===== src/rtl/regfile_pkg.sv =====
// Shared constants and types for the register-file write arbiter.
// Holds default widths, the hard-wired zero register and the requester id.
package regfile_pkg;

  localparam int DATA_W_DEF = 32;
  localparam int ADDR_W_DEF = 5;
  localparam int ZERO_REG   = 0;

  typedef enum logic {
    REQ_A = 1'b0,
    REQ_B = 1'b1
  } req_id_t;

endpackage


===== src/rtl/rr_arbiter2.sv =====
// Two-way round-robin arbiter: combinational one-hot grants from the requests
// and a priority pointer that moves past whichever requester was just granted.
module rr_arbiter2
  import regfile_pkg::*;
(
  input  logic    clock,
  input  logic    reset,
  input  logic    i_req_a,
  input  logic    i_req_b,
  output logic    o_gnt_a,
  output logic    o_gnt_b,
  output req_id_t o_ptr
);

  req_id_t r_ptr;
  logic    w_req_a;
  logic    w_req_b;

  // NOTE: every signal written in always_comb gets a default first so no latch is inferred.
  always_comb begin
    w_req_a = i_req_a & ~reset;
    w_req_b = i_req_b & ~reset;
    o_gnt_a = 1'b0;
    o_gnt_b = 1'b0;
    if (w_req_a && w_req_b) begin
      if (r_ptr == REQ_A) o_gnt_a = 1'b1;
      else                o_gnt_b = 1'b1;
    end else begin
      o_gnt_a = w_req_a;
      o_gnt_b = w_req_b;
    end
  end

  // NOTE: state registers use non-blocking assignments so all flops update together.
  always_ff @(posedge clock) begin
    if (reset)        r_ptr <= REQ_A;
    else if (o_gnt_a) r_ptr <= REQ_B;
    else if (o_gnt_b) r_ptr <= REQ_A;
  end

  assign o_ptr = r_ptr;

endmodule


===== src/rtl/regfile_write_arbiter.sv =====
// Arbitrates two register-file write requesters into a single 1-cycle write port.
// Define RF_WRITE_FWD_EN to add write-to-read forwarding outputs.
module regfile_write_arbiter
  import regfile_pkg::*;
#(
  parameter int DATA_W = DATA_W_DEF,
  parameter int ADDR_W = ADDR_W_DEF,
  parameter int CNT_W  = 8
) (
  input  logic              clock,
  input  logic              reset,
  input  logic              ReqValidA,
  input  logic [ADDR_W-1:0] ReqRegA,
  input  logic [DATA_W-1:0] ReqDataA,
  output logic              ReqReadyA,
  input  logic              ReqValidB,
  input  logic [ADDR_W-1:0] ReqRegB,
  input  logic [DATA_W-1:0] ReqDataB,
  output logic              ReqReadyB,
  output logic              RegWrite,
  output logic [ADDR_W-1:0] WriteReg,
  output logic [DATA_W-1:0] WriteData,
  output logic              LastGrant,
  output logic [CNT_W-1:0]  DropCount
`ifdef RF_WRITE_FWD_EN
  ,
  input  logic [ADDR_W-1:0] Read1,
  input  logic [ADDR_W-1:0] Read2,
  output logic              Fwd1,
  output logic              Fwd2,
  output logic [DATA_W-1:0] FwdData
`endif
);

  logic              w_gnt_a;
  logic              w_gnt_b;
  logic              w_xfer;
  logic              w_is_zero;
  req_id_t           w_ptr;
  logic [ADDR_W-1:0] w_sel_reg;
  logic [DATA_W-1:0] w_sel_data;

  logic              r_reg_write;
  logic [ADDR_W-1:0] r_write_reg;
  logic [DATA_W-1:0] r_write_data;
  logic [CNT_W-1:0]  r_drop_count;
  logic              r_seen;

  rr_arbiter2 u_arb (
    .clock   (clock),
    .reset   (reset),
    .i_req_a (ReqValidA),
    .i_req_b (ReqValidB),
    .o_gnt_a (w_gnt_a),
    .o_gnt_b (w_gnt_b),
    .o_ptr   (w_ptr)
  );

  assign w_xfer     = w_gnt_a | w_gnt_b;
  assign w_sel_reg  = w_gnt_b ? ReqRegB  : ReqRegA;
  assign w_sel_data = w_gnt_b ? ReqDataB : ReqDataA;
  assign w_is_zero  = (w_sel_reg == ADDR_W'(ZERO_REG));

  // Register-0 writes are accepted but never reach the register file.
  always_ff @(posedge clock) begin
    if (reset) begin
      r_reg_write  <= 1'b0;
      r_write_reg  <= '0;
      r_write_data <= '0;
      r_drop_count <= '0;
      r_seen       <= 1'b0;
    end else begin
      r_reg_write <= w_xfer & ~w_is_zero;
      if (w_xfer) begin
        r_write_reg  <= w_sel_reg;
        r_write_data <= w_sel_data;
        r_seen       <= 1'b1;
        if (w_is_zero && (r_drop_count != '1))
          r_drop_count <= r_drop_count + 1'b1;
      end
    end
  end

  // The pointer always sits on the requester not granted last, so it encodes LastGrant.
  assign LastGrant = r_seen & (w_ptr == REQ_A);

  assign ReqReadyA = w_gnt_a;
  assign ReqReadyB = w_gnt_b;
  assign RegWrite  = r_reg_write;
  assign WriteReg  = r_write_reg;
  assign WriteData = r_write_data;
  assign DropCount = r_drop_count;

`ifdef RF_WRITE_FWD_EN
  assign Fwd1    = r_reg_write & (r_write_reg == Read1) & (Read1 != ADDR_W'(ZERO_REG));
  assign Fwd2    = r_reg_write & (r_write_reg == Read2) & (Read2 != ADDR_W'(ZERO_REG));
  assign FwdData = r_write_data;
`endif

endmodule

===== config.mk =====
export PLATFORM = sky130hd
export DESIGN_NAME = regfile_write_arbiter
export DESIGN_NICKNAME = d
export VERILOG_FILES = /design/src/rtl/regfile_pkg.sv /design/src/rtl/rr_arbiter2.sv /design/src/rtl/regfile_write_arbiter.sv
export SDC_FILE = /design/constraint.sdc
export NUM_CORES = 1
export LEC_CHECK = 0
export BUFFER_PORTS_ARGS = -buffer_cell sky130_fd_sc_hd__buf_4
export CAP_MARGIN = 20
export CORE_MARGIN = 2
export CORE_UTILIZATION = 43
export DETAILED_ROUTE_END_ITERATION = 8
export GPL_ROUTABILITY_DRIVEN = 0
export HOLD_SLACK_MARGIN = 0.03
export PLACE_DENSITY = 0.77
export SETUP_SLACK_MARGIN = 0.2
export SLEW_MARGIN = 30
export SYNTH_ARGS = -nofsm -noshare
export SYNTH_HDL_FRONTEND = slang
export SYNTH_SLANG_ARGS = --single-unit
export TNS_END_PERCENT = 5

===== constraint.sdc =====
create_clock -name clock -period 2.6 [get_ports clock]
set_input_delay 0.13 -clock clock [delete_from_list [all_inputs] [get_ports clock]]
set_output_delay 0.13 -clock clock [all_outputs]
set_load 0.05 [all_outputs]

==> impl_metrics.env <==
export IMPL_finalSetupTns_ns=0
export IMPL_fin_crit_sh_pct=75.15
export IMPL_path_clk_slew_ns=0.09
export IMPL_syn_avg_cell_area_um2=8.774
export IMPL_coreArea_um2=4755
export IMPL_cp_slowest_stage_delay_ns=0.54
export IMPL_worstMarginPinSlew_ns=0.6076
export IMPL_power_total_mw=1.756
export IMPL_dr_pass1_iters=4
export IMPL_h_tree_depth=2
export IMPL_drt_wl_total_mm=5.775
export IMPL_finalHoldViolCount=0
export IMPL_p_int_mw=1.189
export IMPL_grt_max_degree=38
export IMPL_cts_resized_gates=0
export IMPL_seqPwrFrac_pct=46.0
export IMPL_grt_setup_unrepaired="no"
export IMPL_layout_nets=442
export IMPL_rows=25
export IMPL_endpoint_kind="flip-flop"
export IMPL_synth_nets=322
export IMPL_cts_hold_buffers=0
export IMPL_max_freq_mhz=511.8
export IMPL_post_cts_buffers=0
export IMPL_fin_skew_ns=0.005591
export IMPL_avgViaCountPerCell=5.090
export IMPL_cp_max_fo=14
export IMPL_holdWs_ns=0.09167
export IMPL_grt_usage_pct=20.28
export IMPL_cts_buffers=5
export IMPL_p_per_area_nw_per_um2=543.6
export IMPL_dr_first_iter_drc_count=111
export IMPL_port_buffers=126
export IMPL_yosysWarnings=0
export IMPL_die_x_um=74.42
export IMPL_rr_startpoint="u_arb.o_ptr$_SDFFE_PP0P_"
export IMPL_drc_errors=0
export IMPL_p_leak_nw=1.555
export IMPL_synthToLayoutAreaGrowth_pct=51.47
export IMPL_cts_tree="built"
export IMPL_setup_viol=0
export IMPL_synthCells=243
export IMPL_clk_path_buf_depth=2
export IMPL_ant_nets=0
export IMPL_fp_dieArea_um2=5538
export IMPL_hold_start="ReqDataB[4]"
export IMPL_path_class="flip-flop to flip-flop"
export IMPL_max_slew_margin_rel_pct=59.50
export IMPL_die_height_um=74.42
export IMPL_critPathSlowestCell="or4_1"
export IMPL_cap_violations=0
export IMPL_r2r_slack_ns=0.65
export IMPL_fillers=416
export IMPL_num_vias=2194
export IMPL_cp_cell_sequence="nand2b_2 -> a311oi_2 -> o221ai_2 -> or4_1 -> a21oi_1"
export IMPL_ioPinCount=127
export IMPL_overflow=0
export IMPL_min_to="WriteData[4]$_SDFFE_PP0P_"
export IMPL_grt_pass1_wl_mm=8.845
export IMPL_sw_frac_of_total_pct=32.27
export IMPL_hold_path_class="input port to flip-flop"
export IMPL_syn_cell_area_um2=2132
export IMPL_min_period_ns=1.954
export IMPL_post_drt_wl_per_cell_um=13.40
export IMPL_clk_latency_ns=0.29
export IMPL_hold_path_cell_count=3
export IMPL_layout_drive_gt1_share_pct=40.93
export IMPL_required_ns=2.83
export IMPL_clock_power_share_pct=26.3
export IMPL_diodes=0
export IMPL_p_sw_mw=0.5666
export IMPL_p_comb_share_pct=27.8
export IMPL_cp_arrival_ns=2.19
export IMPL_ys_seq_area_share_pct=45.07
export IMPL_rr_endpoint="DropCount[7]$_SDFFE_PP0P_"
export IMPL_grt_pass1_vias=1973
export IMPL_worst_path_buf_inv=0
export IMPL_synth_cell_types=30
export IMPL_drv_slew=0
export IMPL_clockRootBuffer="clkbuf_8"
export IMPL_antenna_found_initial=0
export IMPL_crit_family="simple AND/OR/NAND/NOR gates"
export IMPL_start_kind="flip-flop"
export IMPL_synth_seq_cells=48
export IMPL_ir_drop_mv=0.4705
export IMPL_worst_r2r_path_depth=5
export IMPL_dp_hpwl_mm=4.363
export IMPL_clock_sinks=48
export IMPL_start_util_pct=44.84
export IMPL_status="finished, final reports clean"
## cell usage after synthesis (all sizes together)
master / count / share of area (%)
a21oi: 7 / 1.6
nand3: 24 / 5.6
or3: 3 / 0.88
nand4: 1 / 0.29
o31ai: 3 / 1.1
o21ai: 23 / 5.4
nor2: 24 / 4.2
ha: 1 / 0.59
nor4b: 1 / 1.1
a311oi: 14 / 6.0
clkbuf: 14 / 2.5
nand2: 29 / 5.1
a211oi: 5 / 1.8
and3: 1 / 0.29
o221ai: 1 / 0.70
buf: 5 / 1.4
dfxtp: 48 / 45
nor2b: 1 / 0.29
mux2i: 25 / 12
inv: 3 / 0.53
nand2b: 3 / 1.0
xor2: 1 / 0.41
or4: 5 / 2.1
nor3: 1 / 0.23
## per-stage QoR
stage / area (um^2) / util, % / setup slack (ns) / std cells
2_1_floorplan: 2132 / - / 0.8267 / 243
3_3_place_gp: 3132 / 65.87 / 0.5079 / 423
3_5_place_dp: 3132 / 65.87 / 0.4567 / 423
4_1_cts: 3229 / 67.92 / 0.6474 / 431
5_1_grt: 3229 / 67.92 / 0.4905 / 431
6_report: 3229 / 67.92 / 0.6462 / 431
## layer usage
metal  part of all wire (%)  global-route usage, %  up-vias
met5                      0                      0        -
met4                   0.74                  5.556        0
li1                       -                      -     1118
met2                     48                  33.73      100
met3                     11                  7.046        7
met1                     40                  25.06      969
## flip-flops by register name, summed over array words and instances (netlist names)
name / cells
DropCount: 8
WriteData: 32
WriteReg: 5
u_arb.o_ptr: 1
r_seen: 1
RegWrite: 1
## cells in the final DEF, fill, tap and decap left out, types with 2 or more instances in the layout
cell          n
clkinvlp_4    2
or3_1         3
a311oi_1     13
nor2_1       23
dfxtp_1      48
a211oi_1      5
clkbuf_8      6
o31ai_1       3
or4_4         2
a21oi_1       7
nand2b_1      2
mux2i_1      25
o21ai_1      23
buf_4       132
nand3_1      23
nand2_1      29
inv_1         2
or4_1         3
## logic make-up (layout without fill, tap and decap cells)
group,count (synthesis),count (layout),share of synthesized area [%]
adders and majority gates,1,1,0.5868
DFF,48,48,45.07
muxes,25,25,11.74
AOI/OAI and AO/OA,53,53,16.61
buffers and inverters,22,143,4.401
xor gates and xnor gates,1,1,0.4109
and+or+nand+nor,93,93,21.19
## power by group through the flow
stage	Clock [mW]	Sequential (mW)	Combinational (mW)
finish	0.461	0.807	0.488
floorplan	0	0.981	0.132
global placement	0	0.822	0.487
CTS	0.476	0.807	0.492
detailed placement	0	0.824	0.491
global route	0.494	0.813	0.519
## worst register-to-register path, cell delays in order, from the launching register on
cell	delay [ns]
dfxtp_1	0.34
nand2b_2	0.23
a311oi_2	0.33
o221ai_2	0.30
or4_1	0.54
a21oi_1	0.14
## worst max path at each step
stage,startpoint,to,slack (ns),cells past startpoint
after floorplan,DropCount[0]$_SDFFE_PP0P_,DropCount[1]$_SDFFE_PP0P_,0.83,6
after global placement,ReqRegA[2],DropCount[7]$_SDFFE_PP0P_,0.51,6
after detailed placement,ReqRegA[2],DropCount[7]$_SDFFE_PP0P_,0.46,6
after CTS,u_arb.o_ptr$_SDFFE_PP0P_,DropCount[7]$_SDFFE_PP0P_,0.65,5
after global routing,u_arb.o_ptr$_SDFFE_PP0P_,DropCount[5]$_SDFFE_PP0P_,0.49,5
final,u_arb.o_ptr$_SDFFE_PP0P_,DropCount[7]$_SDFFE_PP0P_,0.65,5
## final cells by class
cell class | instances | area, um^2 | area share, %
multi-input combinational | 173 | 1085 | 33.59
timing repair buffer | 132 | 991.0 | 30.69
sequential | 48 | 960.9 | 29.76
clock buffer | 6 | 82.58 | 2.557
clock inverter | 2 | 15.01 | 0.4649
inverter | 3 | 11.26 | 0.3487
tap | 67 | 83.83 | 2.596
No activity file was read; power rests on OpenSTA's default activity.
